### config.mk
export PLATFORM = sky130hd
export DESIGN_NAME = valid_ready_fifo
export DESIGN_NICKNAME = d
export VERILOG_FILES = /design/src/rtl/valid_ready_pkg.sv /design/src/rtl/valid_ready_ptr.sv /design/src/rtl/valid_ready_fifo.sv
export SDC_FILE = /design/constraint.sdc
export NUM_CORES = 1
export LEC_CHECK = 0
export CELL_PAD_IN_SITES_DETAIL_PLACEMENT = 1
export CELL_PAD_IN_SITES_GLOBAL_PLACEMENT = 1
export CORE_MARGIN = 2
export CORE_UTILIZATION = 44
export DETAILED_ROUTE_END_ITERATION = 10
export PLACE_DENSITY = 0.74
export SYNTH_ARGS = -nofsm -noshare
export SYNTH_HDL_FRONTEND = slang
export SYNTH_SLANG_ARGS = --single-unit
### constraint.sdc
create_clock -name clk -period 1.95 [get_ports clk]
set_clock_uncertainty 0.1 [all_clocks]
set_input_delay 0.195 -clock clk [delete_from_list [all_inputs] [get_ports clk]]
set_output_delay 0.195 -clock clk [all_outputs]
set_load 0.01 [all_outputs]
### src/rtl/valid_ready_pkg.sv
// Shared helpers for the valid/ready elastic buffer: pointer wrap and derived widths.
package valid_ready_pkg;

    localparam int unsigned DEFAULT_DEPTH   = 4;
    localparam int unsigned DEFAULT_COUNT_W = $clog2(DEFAULT_DEPTH + 1);

    // Occupancy counter width for a given depth (holds 0..depth).
    function automatic int unsigned count_width(input int unsigned depth);
        return $clog2(depth + 1);
    endfunction

    function automatic int unsigned ptr_width(input int unsigned depth);
        return (depth > 1) ? $clog2(depth) : 1;
    endfunction

    // Wrap from depth-1 back to 0; depth need not be a power of two.
    function automatic int unsigned next_ptr(input int unsigned ptr, input int unsigned depth);
        return (ptr >= depth - 1) ? 32'd0 : ptr + 32'd1;
    endfunction

endpackage

### src/rtl/valid_ready_ptr.sv
// Wrapping pointer counter for the elastic buffer; one instance each for read and write.
module valid_ready_ptr
    import valid_ready_pkg::*;
#(
    parameter  int unsigned DEPTH = 4,
    localparam int unsigned PTR_W = ptr_width(DEPTH)
) (
    input  logic             clk,
    input  logic             rst,
    input  logic             inc,
    output logic [PTR_W-1:0] ptr
);

    always_ff @(posedge clk) begin
        if (rst) begin
            ptr <= '0;
        end else if (inc) begin
            ptr <= PTR_W'(next_ptr(32'(ptr), DEPTH));
        end
    end

endmodule

### src/rtl/valid_ready_fifo.sv
// DEPTH-entry valid/ready elastic buffer; ready_in depends only on registered state.
// Optional synchronous flush port enabled by defining VALID_READY_FIFO_FLUSH_EN.
module valid_ready_fifo
    import valid_ready_pkg::*;
#(
    parameter  int unsigned WIDTH        = 8,
    parameter  int unsigned DEPTH        = 4,
    parameter  int unsigned AFULL_THRESH = 3,
    localparam int unsigned CW           = count_width(DEPTH),
    localparam int unsigned PTR_W        = ptr_width(DEPTH)
) (
    input  logic             clk,
    input  logic             rst,
    input  logic             valid_in,
    input  logic [WIDTH-1:0] data_in,
    output logic             ready_in,
    output logic             valid_out,
    output logic [WIDTH-1:0] data_out,
    input  logic             ready_out,
`ifdef VALID_READY_FIFO_FLUSH_EN
    input  logic             flush,
`endif
    output logic [CW-1:0]    count,
    output logic             almost_full
);

    logic [WIDTH-1:0] mem [DEPTH];
    logic [PTR_W-1:0] wr_ptr;
    logic [PTR_W-1:0] rd_ptr;
    logic [CW-1:0]    count_nxt;
    logic             push;
    logic             pop;
    logic             clr;

`ifdef VALID_READY_FIFO_FLUSH_EN
    assign clr = rst | flush;
`else
    assign clr = rst;
`endif

    assign push     = valid_in & ready_in;
    assign pop      = valid_out & ready_out;
    assign data_out = mem[rd_ptr];

    valid_ready_ptr #(.DEPTH(DEPTH)) u_wr_ptr (
        .clk (clk),
        .rst (clr),
        .inc (push),
        .ptr (wr_ptr)
    );

    valid_ready_ptr #(.DEPTH(DEPTH)) u_rd_ptr (
        .clk (clk),
        .rst (clr),
        .inc (pop),
        .ptr (rd_ptr)
    );

    // Next occupancy; clear wins over any same-cycle push or pop.
    always_comb begin
        count_nxt = count;
        if (clr) begin
            count_nxt = '0;
        end else if (push && !pop) begin
            count_nxt = count + CW'(1);
        end else if (!push && pop) begin
            count_nxt = count - CW'(1);
        end
    end

    // Status flags are registered from next-state count so they track count exactly.
    always_ff @(posedge clk) begin
        count       <= count_nxt;
        ready_in    <= (count_nxt != CW'(DEPTH));
        valid_out   <= (count_nxt != '0);
        almost_full <= (count_nxt >= CW'(AFULL_THRESH));
    end

    always_ff @(posedge clk) begin
        if (push && !clr) begin
            mem[wr_ptr] <= data_in;
        end
    end

endmodule

==> impl_metrics.toml, run 1 <==
[outcome]
status = "completed"

[synth]
ys_seq_area_share_pct = 67.6
synth_area_leaders = "edfxtp_1, dfxtp_1, mux4_2"
yosys.area.top_type = "edfxtp_1"
async_flop_share_pct = 0
synth_top_area_share_pct = 54.1
synth_cell_types = 29
yosys.cell_count.top_type = "edfxtp_1"
synth_seq_cells = 44
synth.avg_cell_area_um2 = 16.3
dominantRegCellSynth = "edfxtp_1"
synthCells = 109
synth_area_mm2 = 0.00178
synthTopCellsByCount = "edfxtp_1, dfxtp_1, mux4_2, ha_1"
synth_edf_count = 32
synth_nets = 128
synth_warnings = 0

[clocking]
clk_pin_slew_ps = 90
cts_setup_buffers = 0
hold_buffers = 0
numCtsBuffers = 5
clock_latency_ps = 300
root_buffer = "clkbuf_8"
clock_sinks = 44
cts_buffer_depth = 2
cts_tree = "built"
h-tree-depth = 2

[floorplan]
die_w_um = 67.5
rows = 23
core_mm2 = 0.00394
initial_core_util_pct = 45.1
die_h_um = 67.5
io_pins = 26
fp.dieArea_mm2 = 0.00456

[routing]
dr.first_iter.drc_count = 37
drtAntennaViolNets = 0
drc_errors = 0
wl_met2_um = 1990
num_vias = 1022
first_pass_iters = 3
wl_met3_um = 124
dr.max_layer_used = "met4"
vias_per_cell = 5.14
wl_met1_um = 1510
finalWirelength_um = 3700
wl_per_cell_um = 18.6

[sta]
rsz0062_at_grt = "no"
final.min_clock_period_ps = 1890
maxSlewHeadroom_pct = 77.0
fin_crit_sh_pct = 96.9
fin_ws_ps = 60.6
max_freq_mhz = 529
tightest_slew_ps = 336
timing_hold_violations_final = 0
slew_violations = 0
fin_tns_setup_ps = 0
setup_viol = 0

[setup_path]
critPathKind = "flop to output port"
end_kind = "output port"
critPathBufInv = 2
critPathTopFamily = "multiplexers"
worstPathArrival_ps = 1590
crit_required_ps = 1650
path_cells = "buf_12 > mux4_2 > dlygate4sd2_1"
crit_slowest_cell = "mux4_2"
cp_max_fo = 6
max_stage_delay_ps = 490
cp-start-kind = "flop"

[grt]
grt_max_degree = 16
antenna_found_initial = 0
grt_pass1_wl_um = 5710
track_usage_pct = 18.5
grt_pass1_vias = 1155
grt_overflow_total = 0

[cells_and_area]
antenna_cells = 0
regArea_mm2 = 0.00120
fin_nets = 167
drive_above_1_share_pct = 22.1
fillers = 369
area_delta_synth_final_pct = 30.6
multiInputGateArea_um2 = 546

[power_and_ir_drop]
p_total_mw = 2.37
powerDensity_mw_per_mm2 = 1020
power.leakage_nw = 0.846
ir_worst_vdd_v = 0.000513

[worst_hold_path]
hp-class = "flop to flop"

[placement]
hpwl_um = 2740
place.gp.congestion = 0.763
portBuffers = 25
place_ws_ps = 47.4

[flow_run]
cap_violations = 0
-- kinds of logic after synthesis --
family,count (synthesis),synth area share [%]
AO/OA/AOI/OAI,10,3.52
XOR/XNOR,4,3.03
adder cells (fa/ha/maj),7,4.93
buffers and inverters,9,2.04
flip-flops,44,67.6
multiplexers,9,10.7
AND/OR/NAND/NOR,26,8.17
-- cells in the final DEF, fill, tap and decap left out, types with 3 or more instances in the layout --
| cell | synthesis | final |
|---|---|---|
| nand3_1 | 3 | 3 |
| a21oi_1 | 5 | 5 |
| ha_1 | 7 | 7 |
| dlygate4sd2_1 | 0 | 6 |
| clkdlybuf4s50_1 | 0 | 17 |
| edfxtp_1 | 32 | 32 |
| mux4_2 | 8 | 8 |
| dfxtp_1 | 12 | 11 |
| and3_1 | 4 | 4 |
| nor3_1 | 4 | 4 |
| buf_4 | 0 | 7 |
| buf_12 | 0 | 4 |
| inv_1 | 5 | 5 |
| nand2_1 | 4 | 4 |
| clkbuf_8 | 0 | 5 |
| nor2_1 | 4 | 4 |
-- registers in the layout (all words and copies together), names as in the netlist, named ones only --
| name | flops |
|---|---|
| almost_full | 1 |
| valid_out | 1 |
| u_rd_ptr.ptr | 2 |
| ready_in | 1 |
| u_wr_ptr.ptr | 2 |
| mem | 32 |
| count | 3 |
-- cell type report --
class	instances	share of cell area (%)
multi-input cells	56	23.5
flip-flops and latches	44	51.8
clock inverters	3	2.00
clock buffers	5	2.97
repair buffers	36	16.2
well taps	50	2.70
inverters	5	0.809
-- power by group --
group / leakage [nW] / switching, mW / internal, mW
clock: 0.0548 / 0.323 / 0.386
sequential: 0.389 / 0.0450 / 1.07
combinational: 0.402 / 0.254 / 0.290
-- worst paths after layout --
path | to | slack [ps] | from | cells after the start
worst min register to register | u_rd_ptr.ptr[1] | 410 | u_rd_ptr.ptr[1] | 2
worst max register to register | ready_in | 130 | count[0] | 5
worst max-delay path | data_out[7] | 60 | flop | 3
worst min-delay path | u_rd_ptr.ptr[1] | 410 | u_rd_ptr.ptr[1] | 2
-- routing by layer --
layer | track usage, % | up-vias
li1 | - | 489
met1 | 21.6 | 505
met2 | 31.4 | 19
met3 | 4.67 | 9
met4 | 9.44 | 0
met5 | 0 | -
-- per-stage QoR --
| step | utilization, % | hold slack, ps | instances | cell area (um^2) |
|---|---|---|---|---|
| detailed placement | 55.9 | 385 | 191 | 2200 |
| CTS | 58.6 | 408 | 199 | 2310 |
| finish | 58.8 | 412 | 199 | 2320 |
| floorplan | - | 194 | 109 | 1780 |
| global placement | 55.9 | 383 | 191 | 2200 |
| global route | 58.8 | 445 | 199 | 2320 |
-- worst reg2reg max path, stage by stage (launching register included) --
cell,delay [ps]
dfxtp_1,340
inv_1,110
ha_1,380
nor4b_2,280
a311o_1,160
or3b_1,340
-- repair_timing --
| item | 4_1_cts | 5_1_grt |
|---|---|---|
| endpoints found under the setup margin | 8 | 3 |
| gates resized for setup | 9 | 3 |
| pin swaps | 0 | 0 |
Note: power is estimated with default switching activity, not from simulation.
==> inputs of run 2 (changes only) <==
--- a/config.mk
+++ b/config.mk
@@ -11,6 +11,7 @@
 export CORE_UTILIZATION = 44
 export DETAILED_ROUTE_END_ITERATION = 10
 export PLACE_DENSITY = 0.74
+export REMOVE_ABC_BUFFERS = 1
 export SYNTH_ARGS = -nofsm -noshare
 export SYNTH_HDL_FRONTEND = slang
 export SYNTH_SLANG_ARGS = --single-unit
==> impl_metrics.toml, run 2 (same netlist as run 1, synthesis figures left out) <==
[setup_path]
worstPathArrival_ps = 1610
r2r_start = "count[0]"
critPathKind = "flop to output port"
path_cells = "buf_12 > mux4_2 > dlygate4sd2_1"
crit_slowest_cell = "mux4_2"
max_stage_delay_ps = 500
end_kind = "output port"
worst_r2r_endpoint = "ready_in"
cp-start-kind = "flop"
cp_max_fo = 8
crit_required_ps = 1650
r2r_setup_slack_ps = 100
rr_worst_depth = 5

[placement]
hpwl_um = 2560
dpl_cell_area_mm2 = 0.00220
place_inst = 190
place.gp.congestion = 0.806
portBuffers = 25

[routing]
wl_per_cell_um = 17.7
vias_per_cell = 5.23
num_vias = 1035
drtAntennaViolNets = 0
finalWirelength_um = 3510
first_pass_iters = 4
drc_errors = 0
dr.first_iter.drc_count = 48

[flow_run]
cap_violations = 0

[clocking]
clock_latency_ps = 290
root_buffer = "clkbuf_8"
clk_pin_slew_ps = 80
cts_resized = 8
cts_buffer_depth = 2
numCtsBuffers = 5
clock_sinks = 44
h-tree-depth = 2
cts_setup_buffers = 0
hold_buffers = 0
cts_tree = "built"

[floorplan]
rows = 23
die_w_um = 67.5
initial_core_util_pct = 45.1
core_mm2 = 0.00394
fp.dieArea_mm2 = 0.00456
io_pins = 26
die_h_um = 67.5

[sta]
maxSlewHeadroom_pct = 72.6
slew_violations = 0
fin_crit_sh_pct = 97.5
rsz0062_at_grt = "no"
timing_hold_violations_final = 0
tightest_slew_ps = 399
max_freq_mhz = 526
final.min_clock_period_ps = 1900
setup_viol = 0

[grt]
grt_overflow_total = 0
antenna_found_initial = 0
grt_pass1_vias = 1141
track_usage_pct = 18.2
grt_pass1_wl_um = 5800
grt_max_degree = 15

[cells_and_area]
final_common_cell = "edfxtp_1"
final_cells = 198
regMostFlops = "mem"
drive_above_1_share_pct = 20.3
design_area_mm2 = 0.00233
antenna_cells = 0
mostFrequentLayoutCells = "edfxtp_1, clkdlybuf4s50_1, dfxtp_1"
fin_nets = 166
reg_top3 = "mem: 32 flops, count: 3 flops"
largest_reg_flops = 32
area_delta_synth_final_pct = 31.0

[power_and_ir_drop]
powerDensity_mw_per_mm2 = 1060
pwr-share-clk_pct = 32.6
combPwrFrac_pct = 22.3
power.leakage_nw = 0.852
sw_frac_of_total_pct = 24.3
power.switching_mw = 0.601
ir_worst_vdd_v = 0.000497
p_int_mw = 1.88
p_seq_share_pct = 45.2

[worst_hold_path]
hp-class = "flop to flop"
min_from = "u_rd_ptr.ptr[1]"
hold_path_depth = 2

[outcome]
status = "completed"
## run 2: how the worst max path moves through the flow
stage                   to  slack [ps]
2_1_floorplan     ready_in         110
3_3_place_gp      ready_in         100
3_5_place_dp      ready_in         -10
4_1_cts           ready_in           4
5_1_grt        data_out[2]           4
6_report       data_out[2]          50
## run 2: worst max-delay path, delay by kind of cell (launching register included)
kind     cells  cell delay, ps
buf+inv      2             450
flops        1             360
mux          1             500
## run 2: stage by stage
step | util [%] | worst slack (ps) | setup TNS [ps] | hold slack [ps] | total power, mW
detailed placement | 55.7 | -11.1 | -11.1 | 387 | 1.69
global route | 59.0 | 3.58 | 0 | 421 | 2.58
CTS | 58.8 | 3.61 | 0 | 391 | 2.49
finish | 59.0 | 49.3 | 0 | 396 | 2.48
global placement | 55.7 | 98.7 | 0 | 376 | 1.67
floorplan | - | 114 | 0 | 164 | 1.41
## run 2: cell type report
class	instances	area (um^2)
Multi-Input combinational cell	56	546
Timing Repair Buffer	35	367
Clock buffer	6	72.6
Sequential cell	44	1200
Fill cell	375	1620
Clock inverter	2	60.1
Inverter	5	18.8
Tap cell	50	62.6
## run 2: layer usage
metal	routed length [um]	GRT usage [%]
met5	0	0
met4	67	8.42
met3	129	4.50
met2	1920	32.1
met1	1390	20.7
## run 2: power groups by stage
stage,Combinational (mW),Clock [mW],Sequential (mW)
floorplan,0.249,0,1.16
global placement,0.539,0,1.13
detailed placement,0.552,0,1.14
CTS,0.549,0.824,1.12
global route,0.598,0.857,1.13
finish,0.552,0.807,1.12
